===== src/rtl/poly_tone_pkg.sv =====
// Shared constants and elaboration-time helpers for the polyphonic tone generator.
package poly_tone_pkg;

    localparam int DEF_NUM_CH   = 4;
    localparam int DEF_PERIOD_W = 24;
    localparam int DEF_VOL_W    = 2;
    localparam int DEF_PWM_W    = 8;

    // Ceiling log2, usable in constant expressions.
    function automatic int clog2(input int value);
        int result;
        result = 0;
        while ((1 << result) < value) begin
            result = result + 1;
        end
        return result;
    endfunction

    // Amplitude of one volume step, sized so that every channel at full volume
    // still fits inside one PWM frame.
    function automatic int amp_step(input int pwm_w, input int num_ch, input int vol_w);
        return ((1 << pwm_w) - 1) / (num_ch * (1 << vol_w));
    endfunction

    // Width of the intermediate channel sum for the default configuration.
    localparam int MIX_W = DEF_PWM_W + clog2(DEF_NUM_CH);

endpackage


===== src/rtl/poly_tone_generator_tone_channel.sv =====
// One square-wave oscillator: a half-period counter plus a phase flop.
// An inactive channel (disabled or zero half-period) parks at cnt = 0, phase = 0,
// so re-enabling always starts a fresh period.
module tone_channel
    import poly_tone_pkg::*;
#(
    parameter int PERIOD_W = DEF_PERIOD_W
) (
    input  logic                clk,
    input  logic                rst,
    input  logic                enable,
    input  logic [PERIOD_W-1:0] half_period,
    output logic                tone
);

    logic [PERIOD_W-1:0] cnt_q;
    logic [PERIOD_W-1:0] cnt_d;
    logic                phase_q;
    logic                phase_d;

    // Next counter/phase; the >= compare lets a shrunk period wrap at once.
    always_comb begin
        cnt_d   = cnt_q;
        phase_d = phase_q;
        if (!enable || (half_period == '0)) begin
            cnt_d   = '0;
            phase_d = 1'b0;
        end else if (cnt_q >= (half_period - PERIOD_W'(1))) begin
            cnt_d   = '0;
            phase_d = ~phase_q;
        end else begin
            cnt_d = cnt_q + PERIOD_W'(1);
        end
    end

    // Counter and phase registers.
    always_ff @(posedge clk or posedge rst) begin
        if (rst) begin
            cnt_q   <= '0;
            phase_q <= 1'b0;
        end else begin
            cnt_q   <= cnt_d;
            phase_q <= phase_d;
        end
    end

    assign tone = phase_q;

endmodule


===== src/rtl/poly_tone_generator.sv =====
// Polyphonic square-wave tone generator: NUM_CH oscillators mixed into one
// registered level, played out as a frame-synchronous PWM stream. The duty of
// each frame is latched at the frame wrap so the output never glitches mid-frame.
module poly_tone_generator
    import poly_tone_pkg::*;
#(
    parameter int NUM_CH   = DEF_NUM_CH,
    parameter int PERIOD_W = DEF_PERIOD_W,
    parameter int VOL_W    = DEF_VOL_W,
    parameter int PWM_W    = DEF_PWM_W
) (
    input  logic                       clk,
    input  logic                       rst,
    input  logic                       output_enable,
    input  logic [NUM_CH-1:0]          ch_enable,
    input  logic [NUM_CH*PERIOD_W-1:0] ch_half_period,
    input  logic [NUM_CH*VOL_W-1:0]    ch_volume,
    output logic [NUM_CH-1:0]          tone_out,
    output logic [PWM_W-1:0]           mix_level,
    output logic                       frame_start,
    output logic                       aud_pwm
);

    localparam int               SUM_W    = PWM_W + clog2(NUM_CH);
    localparam int               AMP_STEP = amp_step(PWM_W, NUM_CH, VOL_W);
    localparam logic [PWM_W-1:0] PWM_MAX  = {PWM_W{1'b1}};

    logic [NUM_CH-1:0] phase;
    logic [SUM_W-1:0]  amp_sum;

    logic [PWM_W-1:0]  pwm_cnt_q;
    logic [PWM_W-1:0]  pwm_cnt_d;
    logic [PWM_W-1:0]  mix_level_q;
    logic [PWM_W-1:0]  mix_level_d;
    logic [PWM_W-1:0]  duty_q;
    logic [PWM_W-1:0]  duty_d;
    logic              frame_start_q;
    logic              frame_start_d;
    logic              aud_pwm_q;
    logic              aud_pwm_d;

    for (genvar i = 0; i < NUM_CH; i++) begin : g_ch
        tone_channel #(
            .PERIOD_W (PERIOD_W)
        ) u_tone_channel (
            .clk         (clk),
            .rst         (rst),
            .enable      (ch_enable[i]),
            .half_period (ch_half_period[i*PERIOD_W +: PERIOD_W]),
            .tone        (phase[i])
        );
    end

    // Full-width sum of the amplitudes of every channel currently in its high phase.
    always_comb begin
        amp_sum = '0;
        for (int i = 0; i < NUM_CH; i++) begin
            if (phase[i]) begin
                amp_sum = amp_sum
                        + (SUM_W'(ch_volume[i*VOL_W +: VOL_W]) + SUM_W'(1)) * SUM_W'(AMP_STEP);
            end
        end
    end

    // Next mix level, frame counter, per-frame duty and PWM output bit.
    always_comb begin
        mix_level_d   = (amp_sum > SUM_W'(PWM_MAX)) ? PWM_MAX : amp_sum[PWM_W-1:0];
        pwm_cnt_d     = pwm_cnt_q + PWM_W'(1);
        frame_start_d = (pwm_cnt_q == PWM_MAX);
        if (!output_enable) begin
            duty_d = '0;
        end else if (pwm_cnt_q == PWM_MAX) begin
            duty_d = mix_level_q;
        end else begin
            duty_d = duty_q;
        end
        aud_pwm_d = output_enable && (pwm_cnt_q < duty_q);
    end

    // Mixer and PWM registers, all cleared immediately by reset.
    always_ff @(posedge clk or posedge rst) begin
        if (rst) begin
            pwm_cnt_q     <= '0;
            mix_level_q   <= '0;
            duty_q        <= '0;
            frame_start_q <= 1'b0;
            aud_pwm_q     <= 1'b0;
        end else begin
            pwm_cnt_q     <= pwm_cnt_d;
            mix_level_q   <= mix_level_d;
            duty_q        <= duty_d;
            frame_start_q <= frame_start_d;
            aud_pwm_q     <= aud_pwm_d;
        end
    end

    assign tone_out    = phase;
    assign mix_level   = mix_level_q;
    assign frame_start = frame_start_q;
    assign aud_pwm     = aud_pwm_q;

endmodule

===== config.mk =====
export PLATFORM = sky130hd
export DESIGN_NAME = poly_tone_generator
export DESIGN_NICKNAME = d
export VERILOG_FILES = /design/src/rtl/poly_tone_pkg.sv /design/src/rtl/poly_tone_generator_tone_channel.sv /design/src/rtl/poly_tone_generator.sv
export SDC_FILE = /design/constraint.sdc
export NUM_CORES = 1
export LEC_CHECK = 0
export ABC_AREA = 1
export CAP_MARGIN = 5
export CORE_AREA = 2 2 204 206
export DETAILED_ROUTE_END_ITERATION = 10
export DIE_AREA = 0 0 206 208
export PLACE_DENSITY_LB_ADDON = 0.08
export SLEW_MARGIN = 10
export SYNTH_ARGS = -nofsm -noshare
export SYNTH_HDL_FRONTEND = slang
export SYNTH_SLANG_ARGS = --single-unit

===== constraint.sdc =====
create_clock -name clk -period 7.62 [get_ports clk]
set_clock_uncertainty 0.1 [all_clocks]
set_input_delay 1.143 -clock clk [delete_from_list [all_inputs] [get_ports clk]]
set_output_delay 1.143 -clock clk [all_outputs]
set_load 0.05 [all_outputs]

* Word-level counts from Yosys, hierarchy flattened *
Cells that the tools add are included.

cells by class
  mux-type cells = 23
  bitwise operators = 4
  equality and inequality tests = 2
  reductions and logical operators = 17
  add/sub/neg operators = 16
  multiply operators = 4
  div/mod/pow operators = 0
  $lt $le $gt $ge = 6
  shifts and indexed selects = 0

operator list
  operator                                                         count
  two-way mux 24 bit                                               8
  adder 24 x 1 -> 24 bit (second input constant)                   4
  >= comparator 24 bit                                             4
  logical NOT 24 bit                                               4
  subtractor 24 x 1 -> 24 bit (second input constant)              4
  adder 10 x 7 -> 10 bit                                           3
  two-way mux 10 bit                                               3
  multiplier 3 x 4 -> 7 bit (second input constant)                4
  two-way mux 8 bit                                                3
  adder 2 x 1 -> 3 bit (second input constant)                     4
  greater-than comparator 10 x 8 -> 1 bit (second input constant)  1
  adder 8 x 1 -> 8 bit (second input constant)                     1
  equality test 8 bit (second input constant)                      1
  < comparator 8 bit                                               1
  two-way mux 1 bit                                                8
  nonzero test 2 bit                                               4
  two-way mux 7 bit                                                1
  logical NOT 1 bit                                                4
  logical OR 1 bit                                                 4
  inverter 1 bit                                                   4
  != test 2 x 1 -> 1 bit (second input constant)                   1
  logical AND 1 bit                                                1

storage, ports and cells
  bits in latches = 0
  memories kept = 0
  input bits = 111
  logic and storage cells = 85
  bits in read-only memories = 0
  bits in registers = 126
  output and inout port bits = 14
  bits in writable memories = 0

* Longest topological paths before layout *
Gate-level depths: netlist of the first run.

  depth in word-level cells = 11
  depth in mapped cells = 34
  depth with buffers taken out = 34

* By module *
From an unflattened synthesis of the first run, not the netlist that was laid out.

unflattened totals
  cell total of the unflattened synthesis = 1,831
  area total of the unflattened synthesis = 13,267.7 um2

by module, submodules not included
  module                                      instances  area an instance (um2)  cells each  seq. area each (um2)
  tone_channel at g_ch[1].u_tone_channel ...  2          2,671.3                 360         625.6
  poly_tone_generator                         1          2,811.4                 378         650.6
  tone_channel at g_ch[3].u_tone_channel      1          2,563.7                 376         625.6
  tone_channel at g_ch[0].u_tone_channel      1          2,549.9                 357         625.6

* Least setup slack after synthesis of the first run *
OpenSTA, ideal clock, no wires.

  path kind = input-to-reg
  from = input port ch_volume[0]
  to = register mix_level_q[0] (netlist: mix_level[0])
  cell stages on the path = 27
  data arrival time = 5,942 ps
  slack = 1,456 ps
  cells stage by stage = inv_1 > ha_1 > or2_2 > nand3_1 > inv_1 > ha_1 > ha_1 > fa_1 > xnor2_1 > a21oi_1 > fa_1 > ha_1 > xor2_1 > o21ai_0 > inv_1 > fa_1 > inv_1 > ha_1 > nand2_1 > nand2_1 > nand2_1 > nand3_1 > nand2_1 > a21oi_1 > nand4_1 > nand2_2 > nand2_1

on the way
  word-level cells in the longest chain between the ends = 11

ends and longest elaborated chain
  element                                  RTL line                   source
  from (decl)                              poly_tone_generator.sv:17  input logic [NUM_CH*VOL_W-1:0] ch_volume,
  adder 2 x 1 -> 3 bit (*)                 poly_tone_generator.sv:60  + (SUM_W'(ch_volume[i*VOL_W +: VOL_W]) + SUM_W'(1)) * SUM_W'(AMP_STEP);
  multiplier 3 x 4 -> 7 bit (*)            poly_tone_generator.sv:60
  two-way mux 7 bit (*)                    poly_tone_generator.sv:58  if (phase[i]) begin
  adder 10 x 7 -> 10 bit                   poly_tone_generator.sv:60
  two-way mux 10 bit (*)                   poly_tone_generator.sv:58
  adder 10 x 7 -> 10 bit                   poly_tone_generator.sv:60
  two-way mux 10 bit (*)                   poly_tone_generator.sv:58
  adder 10 x 7 -> 10 bit                   poly_tone_generator.sv:60
  two-way mux 10 bit (*)                   poly_tone_generator.sv:58
  greater-than comparator 10 x 8 -> 1 bit  poly_tone_generator.sv:67  mix_level_d = (amp_sum > SUM_W'(PWM_MAX)) ? PWM_MAX : amp_sum[PWM_W-1:0];
  two-way mux 8 bit (*)                    poly_tone_generator.sv:67
  via mix_level_d[0]                       poly_tone_generator.sv:34  logic [PWM_W-1:0] mix_level_d;
  to (signal assigned)                     poly_tone_generator.sv:90  mix_level_q <= mix_level_d;
  to (decl)                                poly_tone_generator.sv:33  logic [PWM_W-1:0] mix_level_q;

The timed path passes the listed nets; every way through them passes the cells marked *.
A chain may end at the register's enable or synchronous reset.

* Worst setup path in the final report of the first run *
  from = input port ch_volume[0]
  to = register mix_level_q[2] (netlist: mix_level[2])

Same word-level chain as after synthesis.

==> results of run 1 <==
-- per-layer routing --
metal	global-route usage, %	vias up	part of all wire (%)	wire (um)
li1	-	5648	-	-
met4	2.438	2	0.55	176
met5	0	-	0.022	7
met1	19.76	4839	47	14950
met2	27.56	98	49	15670
met3	2.585	12	2.9	920
-- logic make-up after synthesis --
group	count (synthesis)	synth area share, %
xor+xnor	190	13.32
fa+ha+maj	161	16.49
compound gates	132	5.640
buf+inv	197	6.542
mux	1	0.08015
simple gates	848	32.68
flops	126	25.25
-- through the flow --
stage          worst slack [ps]  utilization [%]  area (um^2)  hold WS, ps  total power (uW)
2_1_floorplan              1456                -        12490        329.9             859.6
3_3_place_gp              383.6            35.17        14260        346.6             973.7
3_5_place_dp              295.0            35.17        14260        357.8             976.0
4_1_cts                   755.8            36.76        14910        366.7              1909
5_1_grt                   359.0            36.76        14910        387.8              1977
6_report                  820.1            36.78        14910        356.7              1871
-- state kept, by name, summed over array words and instances (netlist names) --
| signal | count |
|---|---|
| g_ch.u_tone_channel.cnt_q | 96 |
| duty_q | 8 |
| mix_level | 8 |
| pwm_cnt_q | 8 |
| g_ch.u_tone_channel.tone | 4 |
| aud_pwm | 1 |
| frame_start | 1 |
-- power by group through the flow --
stage	Clock [uW]	Combinational [uW]	Sequential [uW]
after global routing	976	319	682
after global placement	0	280	694
final	913	277	681
after CTS	944	284	681
after floorplan	0	167	692
after detailed placement	0	282	694
-- cell usage after synthesis (2+ instances only) --
master,count,area [um^2]
nand3_2,9,90.09
and2_1,5,31.28
xor2_1,117,1025
o21bai_1,2,15.01
nor3_2,18,180.2
nor4_1,15,93.84
or2_2,11,68.82
nand4_1,48,300.3
fa_1,6,120.1
buf_4,4,30.03
nor3_4,3,48.80
nor2_4,9,101.4
nor4_2,3,37.54
o21ai_0,39,195.2
a21o_1,2,15.01
nand3_4,2,35.03
nand4_2,4,50.05
o21a_1,8,60.06
nand3b_4,2,40.04
nand2_1,322,1209
dfrtp_1,126,3153
xnor2_1,73,639.4
clkbuf_1,4,15.01
nor2_2,46,287.8
nand2_2,9,56.30
a21oi_1,75,375.4
or2_1,5,31.28
a31oi_1,2,12.51
nand3_1,69,345.3
inv_2,12,45.04
nor3_1,30,150.1
buf_2,2,10.01
buf_6,8,90.09
ha_1,155,1939
inv_1,166,623.1
nor2_1,232,870.8
-- layout make-up --
class | count | area share (%)
Antenna cell | 3 | 0.05034
Clock buffer | 17 | 2.852
Multi-Input combinational cell | 1332 | 57.12
Timing Repair Buffer | 125 | 8.373
Sequential cell | 126 | 21.14
Tap cell | 532 | 4.463
Inverter | 179 | 4.522
Clock inverter | 15 | 1.477
-- how the worst max path moves through the flow --
stage,startpoint,to,slack [ps]
floorplan,ch_volume[0],mix_level[0]$_DFF_PP0_,1460
global placement,ch_volume[0],mix_level[2]$_DFF_PP0_,380
detailed placement,ch_volume[0],mix_level[2]$_DFF_PP0_,290
CTS,ch_volume[0],mix_level[5]$_DFF_PP0_,760
global route,ch_volume[0],mix_level[2]$_DFF_PP0_,360
finish,ch_volume[0],mix_level[2]$_DFF_PP0_,820
-- worst reg2reg max path, stage by stage, from the launching register on --
cell and delay, ps:
dfrtp_1 480, nand3_1 160, inv_1 50, ha_1 290
ha_1 230, fa_1 430, xnor2_1 150, a21oi_1 210
fa_1 450, ha_1 380, xor2_1 160, o21ai_0 270
inv_1 90, fa_1 480, inv_1 40, ha_1 360
nand2_1 80, nand2_1 80, nand2_1 50, nand3_1 110
nand2_1 60, a21oi_1 160, nand4_1 130, nand2_2 160
nand2_1 80
==> results.tsv, run 1 <==
metric	value	unit
outcome	completed	
insertion delay to the later sink of the worst-skew pair	420	ps
pwr dens	125.5	nW/um^2
Hold Crit Class	reg -> reg	
FF-to-FF End	mix_level[2]$_DFF_PP0_	
Routability Congestion	0.8037	
Net Count, Synth	1927	
Max-slew headroom	40.91	%
final setup TNS	0	ps
Leak	0.006657	uW
switching pwr	511.3	uW
final wirelength	31720	um
Final min period	6800	ps
die area	42850	um^2
Clock Path Buffers	2	
row count	74	
vias post-DR	10600	
Routed Antenna Nets	0	
area growth from synthesis to layout	19.41	%
Seq cells post-synth	126	
Gate power share	14.8	%
Reg power frac	36.4	%
Worst VDD drop	140.5	uV
total grt overflow	0	
instance count on the critical path	28	
initial antenna violation count	4	
Final Setup Violations	0	
synthesized area per cell	7.547	um^2
share of layout cells above drive strength 1	9.309	%
gr usage total	15.47	%
Initial Util	30.80	%
critical path's top delay family	adder cells	
io pins	125	
Net Sw Frac	27.32	%
Seq. cell area	3153	um^2
max-slew violations	0	
H-tree depth reported by CTS	4	
highest-delay cell along the critical path	clkdlybuf4s50_1	
crit path DAT	7000	ps
nature of the critical path startpoint	input pin	
critical-path maximum fanout	8	
Tcrit/Tclk final	89.24	%
async set-reset flop share out of synthesis	100.0	%
port buffer count	124	
vias per cell	4.551	
clock sink total	126	
Post-CTS Setup Bufs	0	
most common cell after layout, fill and taps aside	nand2_1	
Int Power	1360	uW
die height	208	um
Core Area	40550	um^2
Clk pwr share	48.8	%
# placed instances	2294	
worst-case reg-to-reg path depth	24	
clock transition at the registers of the reported paths	60	ps
R2R Setup Slk	2260	ps
f_max	147.1	MHz
cts hold-fix bufs	0	
Hold Crit Endpoint	g_ch[0].u_tone_channel.cnt_q[0]$_DFF_PP0_	
delay of the slowest cell on the worst path	530	ps
hold path startpoint	g_ch[0].u_tone_channel.cnt_q[0]$_DFF_PP0_	
WS Path Type	in -> reg	
synthesized area	12490	um^2
die width	206	um
largest net degree at the start of global routing	65	
first-pass GRT wire length	53830	um
Nets	2053	
area occupied by multi-input gates	8519	um^2
clock root cell	clkbuf_16	
Seq/Total Area, Yosys	25.25	%
EDFF count, synth	0	
Bufs and invs on worst path	5	
Worst EP required	7820	ps
Syn Inst Count	1655	
post-CTS resize count	0	
unrepaired setup endpoints after global routing	false	
DRC	0	
Final Non-Filler Cells	2329	
CP Capture Type	flip-flop	
number of CTS-inserted buffers	17	
WHS Path Cells	1	
DP Wirelength	26010	um
# fillers	4282	
Worst-Margin Slew	886.4	ps
maxcap violations	0	
drt first pass iters	4	
Fin. Hold Viols	0	
YS warnings	0	
routed length per instance	13.62	um
commonest non-fill, non-tap cells in the layout	nand2_1, nor2_1, inv_1, ha_1, dfrtp_1	
CTS tree	built	
Iter 0 DRT Violations	489	
top_reg_cell synth	dfrtp_1	
library cells used by synthesis	48	
vias in the first global route	10800	
worst r2r src	g_ch[0].u_tone_channel.tone$_DFFE_PP0P_	
Power figures use the tool's default switching activity.
==> inputs of run 2 (changes only) <==
--- a/config.mk
+++ b/config.mk
@@ -10,8 +10,8 @@
 export CORE_AREA = 2 2 204 206
 export DETAILED_ROUTE_END_ITERATION = 10
 export DIE_AREA = 0 0 206 208
+export GPL_ROUTABILITY_DRIVEN = 0
 export PLACE_DENSITY_LB_ADDON = 0.08
-export SLEW_MARGIN = 10
 export SYNTH_ARGS = -nofsm -noshare
 export SYNTH_HDL_FRONTEND = slang
 export SYNTH_SLANG_ARGS = --single-unit
==> results.tsv, run 2 (synthesis results as in run 1) <==
metric	value	unit
outcome	completed	
vias post-DR	10690	
Leak	0.006633	uW
DRC	0	
clock root cell	clkbuf_16	
Clock Path Buffers	2	
maxcap violations	0	
Top reg by flops	g_ch.u_tone_channel.cnt_q	
nature of the critical path startpoint	input pin	
pwr dens	122.7	nW/um^2
max-slew violations	0	
Seq. cell area	3153	um^2
vias per cell	4.590	
H-tree depth reported by CTS	4	
WS Path Type	in -> reg	
DP Wirelength	26140	um
post-CTS resize count	0	
row count	74	
die height	208	um
final wirelength	31960	um
Hold Crit Endpoint	g_ch[0].u_tone_channel.cnt_q[0]$_DFF_PP0_	
initial antenna violation count	3	
drt first pass iters	4	
worst setup margin	763.7	ps
FF-to-FF End	mix_level[5]$_DFF_PP0_	
Worst VDD drop	136.5	uV
Final Instance Area	14890	um^2
area growth from synthesis to layout	19.19	%
Tcrit/Tclk final	89.98	%
Routed Antenna Nets	0	
number of CTS-inserted buffers	17	
Final Non-Filler Cells	2329	
crit path DAT	7050	ps
commonest non-fill, non-tap cells in the layout	nand2_1, nor2_1, inv_1, ha_1, dfrtp_1	
R2R Setup Slk	2180	ps
Largest register FFs	96	
cts hold-fix bufs	0	
share of layout cells above drive strength 1	9.304	%
unrepaired setup endpoints after global routing	false	
first-pass GRT wire length	53690	um
final setup TNS	0	ps
CP Capture Type	flip-flop	
gr usage total	15.47	%
insertion delay to the later sink of the worst-skew pair	420	ps
Worst-Margin Slew	704.3	ps
WHS Path Cells	1	
Core Area	40550	um^2
Placement Setup Slack	333.9	ps
Initial Util	30.80	%
die width	206	um
Iter 0 DRT Violations	426	
clock transition at the registers of the reported paths	60	ps
Hold Crit Class	reg -> reg	
Final Setup Violations	0	
Final min period	6856	ps
worst-case reg-to-reg path depth	24	
Max-slew headroom	53.05	%
most common cell after layout, fill and taps aside	nand2_1	
CTS tree	built	
total grt overflow	0	
critical-path maximum fanout	8	
Worst EP required	7820	ps
worst r2r src	g_ch[0].u_tone_channel.tone$_DFFE_PP0P_	
routed length per instance	13.72	um
area occupied by multi-input gates	8519	um^2
die area	42850	um^2
# fillers	4331	
io pins	125	
vias in the first global route	10830	
# placed instances	2295	
largest net degree at the start of global routing	51	
f_max	145.9	MHz
Post-Place Cell Area	14270	um^2
Fin. Hold Viols	0	
clock sink total	126	
Nets	2054	
Post-CTS Setup Bufs	0	
utilization after layout	36.71	%
port buffer count	124	
hold path startpoint	g_ch[0].u_tone_channel.cnt_q[0]$_DFF_PP0_	
==> run 2: where the power goes <==
group          total (uW)  leakage (uW)  internal, uW  switching (uW)
combinational         278       0.00461           126             152
clock                 866      0.000286           522             344
sequential            682       0.00174           674            7.51
total                1830       0.00663          1320             504
==> run 2: through the flow <==
stage / hold slack [ps] / total power [uW]
3_3_place_gp: 352.1 / 974.3
6_report: 355.6 / 1826
3_5_place_dp: 351.5 / 976.8
4_1_cts: 360.3 / 1861
5_1_grt: 391.2 / 1926
2_1_floorplan: 329.9 / 859.6
==> run 2: layer usage <==
metal | wire, um | share of wire, % | vias to the layer above | global-route usage [%]
li1 | - | - | 5655 | -
met1 | 15160 | 47 | 4925 | 19.94
met2 | 15670 | 49 | 91 | 27.22
met3 | 799 | 2.5 | 18 | 2.412
met4 | 318 | 0.99 | 2 | 2.956
met5 | 13 | 0.041 | - | 0
==> run 2: area by class of cell <==
| class | instances | share of cell area [%] |
|---|---|---|
| multi-input cells | 1332 | 57.23 |
| flip-flops and latches | 126 | 21.18 |
| repair buffers | 126 | 8.438 |
| inverters | 179 | 4.530 |
| well taps | 532 | 4.471 |
| clock buffers | 18 | 2.883 |
| clock inverters | 14 | 1.235 |
| diodes | 2 | 0.03362 |
==> run 2: worst max-delay path by stage <==
| stage | cells after the start | from | endpoint |
|---|---|---|---|
| after floorplan | 27 | ch_volume[0] | mix_level[0]$_DFF_PP0_ |
| after global placement | 28 | ch_volume[0] | mix_level[1]$_DFF_PP0_ |
| after detailed placement | 28 | ch_volume[0] | mix_level[1]$_DFF_PP0_ |
| after CTS | 28 | ch_volume[0] | mix_level[5]$_DFF_PP0_ |
| after global routing | 28 | ch_volume[0] | mix_level[1]$_DFF_PP0_ |
| final | 28 | ch_volume[0] | mix_level[5]$_DFF_PP0_ |
==> run 2: critical path: stages <==
cell and delay (ps):
clkdlybuf4s50_1 520, inv_1 100, ha_1 320, or2_2 300, nand3_1 100, inv_1 60, ha_1 290, ha_1 240
fa_1 440, xnor2_1 150, a21oi_1 230, fa_1 470, ha_1 380, xor2_1 160, o21ai_0 270, inv_1 100
fa_1 490, inv_1 40, ha_1 360, nand2_1 70, inv_1 70, nand3_1 70, nand3_1 110, nand2_1 60
a21oi_1 160, nand4_1 130, nand2_2 150, nand2_1 70
